`config.mk`:
```
export PLATFORM = sky130hd
export DESIGN_NAME = ypc_exec_sequencer
export DESIGN_NICKNAME = d
export VERILOG_FILES = /design/src/rtl/ypc_exec_sequencer.sv
export SDC_FILE = /design/constraint.sdc
export NUM_CORES = 1
export LEC_CHECK = 0
export CORE_MARGIN = 1
export CORE_UTILIZATION = 50
export CTS_BUF_LIST = sky130_fd_sc_hd__clkbuf_2
export CTS_CLUSTER_DIAMETER = 120
export DETAILED_ROUTE_END_ITERATION = 8
export HOLD_SLACK_MARGIN = 0.08
export PLACE_DENSITY = 0.95
export SLEW_MARGIN = 20
export SYNTH_ARGS = -nofsm -noshare
export SYNTH_HDL_FRONTEND = slang
export SYNTH_SLANG_ARGS = --single-unit
```
`constraint.sdc`:
```
create_clock -name clk -period 4.65 [get_ports clk]
set_input_delay 0.93 -clock clk [delete_from_list [all_inputs] [get_ports clk]]
set_output_delay 0.93 -clock clk [all_outputs]
set_load 0.01 [all_outputs]
```
`src/rtl/ypc_exec_sequencer.sv`:
```
// ---------------------------------------------------------------------------
// ypc_exec_sequencer
//
// Multi-cycle control FSM for the YPC core datapath. It fetches one
// instruction at a time over a valid/ready request port and a
// variable-latency response port. It holds the instruction in inst_q so the
// combinational decoder can settle, then strobes the ALU and the regfile
// write. Finally it advances the PC and counts retirements. Execution stops
// on ebreak (halt) or when a fetch response never arrives (fault).
//
// Ports
//   clk             clock, all state changes on posedge
//   reset           asynchronous, active-low reset
//   run_en          permission to start / continue fetching (IDLE, WB only)
//   imem_req_valid  fetch request (high in FETCH)
//   imem_req_addr   fetch address, always equal to pc
//   imem_req_ready  memory accepts the request
//   imem_rsp_valid  instruction data valid (used only in WAIT)
//   imem_rsp_inst   instruction data
//   inst_q          latched instruction feeding the decoder
//   dec_isbreak     decoder: inst_q is ebreak
//   dec_aluop       decoder: inst_q is addi-class
//   dec_regwen      decoder: inst_q writes rd
//   alu_en          one-cycle ALU strobe (EXEC)
//   rf_wen          one-cycle regfile write strobe (WB)
//   pc              current PC
//   retired         retired-instruction counter (wraps)
//   halt            sticky, ebreak reached
//   fault           sticky, fetch response timeout
// ---------------------------------------------------------------------------
module ypc_exec_sequencer #(
   parameter int unsigned       XLEN     = 32,
   parameter logic [XLEN-1:0]   RESET_PC = '0,
   parameter int unsigned       TIMEOUT  = 255
) (
   input  logic            clk,
   input  logic            reset,
   input  logic            run_en,
   output logic            imem_req_valid,
   output logic [XLEN-1:0] imem_req_addr,
   input  logic            imem_req_ready,
   input  logic            imem_rsp_valid,
   input  logic [31:0]     imem_rsp_inst,
   output logic [31:0]     inst_q,
   input  logic            dec_isbreak,
   input  logic            dec_aluop,
   input  logic            dec_regwen,
   output logic            alu_en,
   output logic            rf_wen,
   output logic [XLEN-1:0] pc,
   output logic [31:0]     retired,
   output logic            halt,
   output logic            fault
);

   // Counter just wide enough to reach TIMEOUT; with TIMEOUT=0 it simply
   // wraps and is never compared.
   localparam int unsigned      CNT_W      = (TIMEOUT < 2) ? 1 : $clog2(TIMEOUT + 1);
   localparam logic [CNT_W-1:0] TIMEOUT_V  = CNT_W'(TIMEOUT);
   localparam logic             TIMEOUT_EN = (TIMEOUT != 0);

   typedef enum logic [2:0] {
      S_IDLE,
      S_FETCH,
      S_WAIT,
      S_DECODE,
      S_EXEC,
      S_WB,
      S_HALT,
      S_FAULT
   } state_t;

   state_t           state;
   state_t           state_nxt;
   logic [CNT_W-1:0] wait_cnt;
   logic [CNT_W-1:0] wait_cnt_inc;
   logic             wait_expired;

   assign wait_cnt_inc  = wait_cnt + CNT_W'(1);
   // Expiry looks at the incremented value so FAULT is entered after exactly
   // TIMEOUT response-less WAIT cycles.
   assign wait_expired  = TIMEOUT_EN && (wait_cnt_inc == TIMEOUT_V);
   assign imem_req_addr = pc;

   // ---- next state and Moore strobes ----
   always_comb begin
      state_nxt      = state;
      imem_req_valid = 1'b0;
      alu_en         = 1'b0;
      rf_wen         = 1'b0;
      halt           = 1'b0;
      fault          = 1'b0;
      case (state)
         S_IDLE: begin
            if (run_en) state_nxt = S_FETCH;
         end
         S_FETCH: begin
            imem_req_valid = 1'b1;
            if (imem_req_ready) state_nxt = S_WAIT;
         end
         S_WAIT: begin
            if (imem_rsp_valid)    state_nxt = S_DECODE;
            else if (wait_expired) state_nxt = S_FAULT;
         end
         S_DECODE: begin
            state_nxt = S_EXEC;
         end
         S_EXEC: begin
            // ebreak suppresses both strobes and leaves pc untouched.
            if (dec_isbreak) begin
               state_nxt = S_HALT;
            end else begin
               alu_en    = dec_aluop;
               state_nxt = S_WB;
            end
         end
         S_WB: begin
            rf_wen    = dec_aluop & dec_regwen;
            state_nxt = run_en ? S_FETCH : S_IDLE;
         end
         S_HALT: begin
            halt = 1'b1;
         end
         S_FAULT: begin
            fault = 1'b1;
         end
         default: begin
            state_nxt = S_IDLE;
         end
      endcase
   end

   // ---- state, instruction latch, pc, counters ----
   always_ff @(posedge clk or negedge reset) begin
      if (!reset) begin
         state    <= S_IDLE;
         pc       <= RESET_PC;
         inst_q   <= '0;
         retired  <= '0;
         wait_cnt <= '0;
      end else begin
         state <= state_nxt;
         case (state)
            S_FETCH: begin
               if (imem_req_ready) wait_cnt <= '0;
            end
            S_WAIT: begin
               if (imem_rsp_valid) inst_q   <= imem_rsp_inst;
               else                wait_cnt <= wait_cnt_inc;
            end
            S_WB: begin
               pc      <= pc + XLEN'(4);
               retired <= retired + 32'd1;
            end
            default: ;
         endcase
      end
   end

endmodule

```
==> impl_metrics.py <==
metrics = {
    "floorplan": {
        "die_width_um": 101.5,
        "effective_utilization_at_floorplan_pct": 52.62,
        "io-pin-count": 173,
        "fp.coreArea_um2": 9415,
        "die_height_um": 101.5,
        "row_count": 35,
        "dieArea_um2": 10310,
    },
    "run_status": {
        "result_of_the_run": "completed",
    },
    "yosys": {
        "synth_enable_flop_cells": 0,
        "synth-main-ff-cell": "dfrtp_1",
        "synth_cell_types": 52,
        "yosys_warnings": 0,
        "syn-cell-area_um2": 4955,
        "async_set_or_reset_flop_fraction_in_the_synthesized_netlist_pct": 100.0,
        "syn_inst": 425,
        "synth.avg_cell_area_um2": 11.66,
        "ys_seq_elements": 105,
        "sequential_fraction_of_the_synthesis_area_pct": 53.03,
    },
    "power": {
        "netSwitchingPower_w": 0.0008908,
        "vdd_ir_drop_max_v": 0.0003044,
        "total_leakage_power_nw": 2.802,
        "cellInternalPower_w": 0.001837,
        "seqPwrFrac_pct": 47.8,
        "switching_share_pct": 32.66,
        "pwr-share-comb_pct": 36.3,
        "power_density_nw_per_um2": 413.0,
        "power.share.clock_pct": 15.9,
    },
    "detailed_routing": {
        "wl_per_cell_um": 15.78,
        "route.vias.total": 3638,
        "finalWirelength_um": 10960,
        "postRouteAntennaNets": 0,
        "detail_route.vias_per_cell": 5.235,
        "drtIter0Drc": 118,
        "drt_drc_violations_left": 0,
        "first_pass_iters": 4,
    },
    "setup_path": {
        "critical_path_class": "reg -> out",
        "max_stage_delay_cell_worst_path": "dfrtp_1",
        "critPathTopFamily": "simple AND/OR/NAND/NOR gates",
        "crit_buf_inv": 1,
        "worst-endpoint-arrival_ns": 2.34,
        "setup.worst_path.end_class": "primary output",
        "worstPathCellList": "or2b_1 > nor4b_1 > clkdlybuf4s50_1",
        "ff2ff_setup_slack_ns": 2.50,
        "crit_path_max_fanout": 10,
        "worst_setup_path_start_kind": "flip-flop",
        "worst_ep_required_time_ns": 3.72,
        "critPathMaxStageDelay_ns": 0.59,
    },
    "clock_network": {
        "cts-root-to-sink-buffers": 2,
        "tritoncts": "done",
        "clk_pin_slew_worst_paths_ns": 0.28,
        "ctsRootBufferMaster": "clkbuf_2",
        "cts.sink_count": 105,
        "cts_hold_buffers": 0,
        "cts_made_buffers": 9,
        "cts-resized-gates": 0,
        "postCtsSetupRepairBufs": 0,
        "clkLatencyLatePin_ns": 0.58,
        "h-tree-depth": 3,
    },
    "final_layout": {
        "n_fill_cell": 669,
        "flow.area_growth_from_synthesis_pct": 33.28,
        "antenna-diode-count": 0,
        "num-nets-final": 605,
        "drive_gt1_share_pct": 11.13,
        "stdcell_count": 695,
    },
    "timing": {
        "hold_ws_ns": 0.3865,
        "report.final.setup_viol": 0,
        "layout_min_cycle_time_ns": 3.271,
        "max-slew-margin-rel_pct": 45.94,
        "tns_ns": 0,
        "clock.fmax_mhz": 305.7,
        "hold_viol": 0,
        "grt_setup_unrepaired": "no",
        "post-route-period-util_pct": 70.35,
        "worst_clock_skew_ns": 0.04836,
        "final_max_slew_viol_count": 0,
        "tightestPinTransition_ns": 0.8109,
    },
    "min_path": {
        "worstHoldPathType": "in -> async",
    },
    "global_routing": {
        "grt_antenna_before_repair": 0,
        "grt_pass1_wl_um": 17430,
        "first_global_vias": 3643,
        "globalRoute.totalOverflow": 0,
        "gr-usage-all-layers_pct": 21.98,
        "grt_start_max_net_pins": 67,
    },
    "job": {
        "max_capacitance_violation_total": 0,
    },
    "place": {
        "globalplace.congestion": 0.8829,
        "io_buffer_count": 168,
        "post-place-cells": 679,
        "dp_hpwl_um": 8427,
    },
}
## power groups by stage
stage | registers, W | logic [W] | clock network (W)
6_report | 0.00130 | 0.000990 | 0.000434
5_1_grt | 0.00133 | 0.00106 | 0.000501
3_3_place_gp | 0.00130 | 0.000961 | 0
2_1_floorplan | 0.00134 | 0.000461 | 0
3_5_place_dp | 0.00132 | 0.00100 | 0
4_1_cts | 0.00130 | 0.00100 | 0.000458
## cells by family (layout without fill, tap and decap cells)
kind of cell             after synthesis  count (layout)  synth area share [%]
adder cells (fa/ha/maj)                4               4                 1.010
AND/OR/NAND/NOR                      141             141                 16.77
buffers and inverters                 53             191                 7.273
XOR/XNOR                              61              61                 10.78
other                                  1               4               0.07568
multiplexers                          33              33                 7.475
AO/OA/AOI/OAI                         27              27                 3.586
flip-flops                           105             105                 53.03
## cells in the mapped netlist, types with 5 or more instances
cell type / instances / area share [%]
buf_2: 6 / 0.61
nand2_1: 35 / 2.7
and3_1: 5 / 0.63
o21ai_0: 11 / 1.1
buf_4: 35 / 5.3
dfrtp_1: 105 / 53
inv_1: 5 / 0.38
nor2_1: 19 / 1.4
mux2_2: 32 / 7.3
nand4_1: 17 / 2.1
nand3_1: 26 / 2.6
xor2_1: 15 / 2.7
xnor2_1: 46 / 8.1
## routing by layer
metal	share of wire [%]	track usage, %	vias to the layer above
li1	-	-	1690
met5	0	0	-
met1	39	25.49	1791
met3	4.2	4.693	26
met4	2.5	9.922	0
met2	54	38.98	131
## sequential cells by signal, indices dropped and copies added (netlist names)
signal	flops
imem_req_addr	30
inst_q	32
retired	32
state	3
wait_cnt	8
## worst reg2reg max path: cells and delay by family (launching register included)
family / cells / cell delay (ns)
simple gates: 4 / 1.41
flops: 1 / 0.55
xor+xnor: 1 / 0.14
## through the flow
| stage | setup slack (ns) | area (um2) | util (%) | total power [W] |
|---|---|---|---|---|
| 2_1_floorplan | 2.352 | 4966 | - | 0.001801 |
| 3_3_place_gp | 1.521 | 6480 | 68.82 | 0.002259 |
| 3_5_place_dp | 1.507 | 6480 | 68.82 | 0.002324 |
| 4_1_cts | 1.291 | 6604 | 70.14 | 0.002766 |
| 5_1_grt | 1.193 | 6604 | 70.14 | 0.002899 |
| 6_report | 1.379 | 6604 | 70.14 | 0.002728 |
## cell type report
cell class	instances	area, um2	share of cell area (%)
Multi-Input combinational cell	270	1978	29.95
Timing Repair Buffer	170	1694	25.65
Inverter	5	18.77	0.2842
Tap cell	129	161.4	2.444
Clock buffer	10	50.05	0.7579
Clock inverter	6	73.82	1.118
Sequential cell	105	2628	39.79
## worst paths after layout
path | startpoint | cells past startpoint | endpoint
max reg2reg | state[1] | 5 | imem_req_addr[31]
max | state[2] | 3 | alu_en
min reg2reg | retired[31] | 1 | retired[31]
min | reset | 1 | imem_req_addr[27]
max in group asynchronous | reset | 2 | inst_q[27]
min in group clk | retired[31] | 1 | retired[31]
## placed cells by master, fill, tap and decap left out, drive strengths merged, types with 3 or more instances in the layout
cell	n
nand4	18
ha	4
mux2	32
and4	4
nor4	3
and3	5
o21ai	11
dfrtp	105
clkdlybuf4s50	167
inv	7
buf	3
or3	3
nor2	19
xnor2	46
clkbuf	10
nor3	5
conb	4
nand3	26
nand2	35
xor2	15
nand2b	4
a21oi	3
Power figures use the tool's default switching activity.
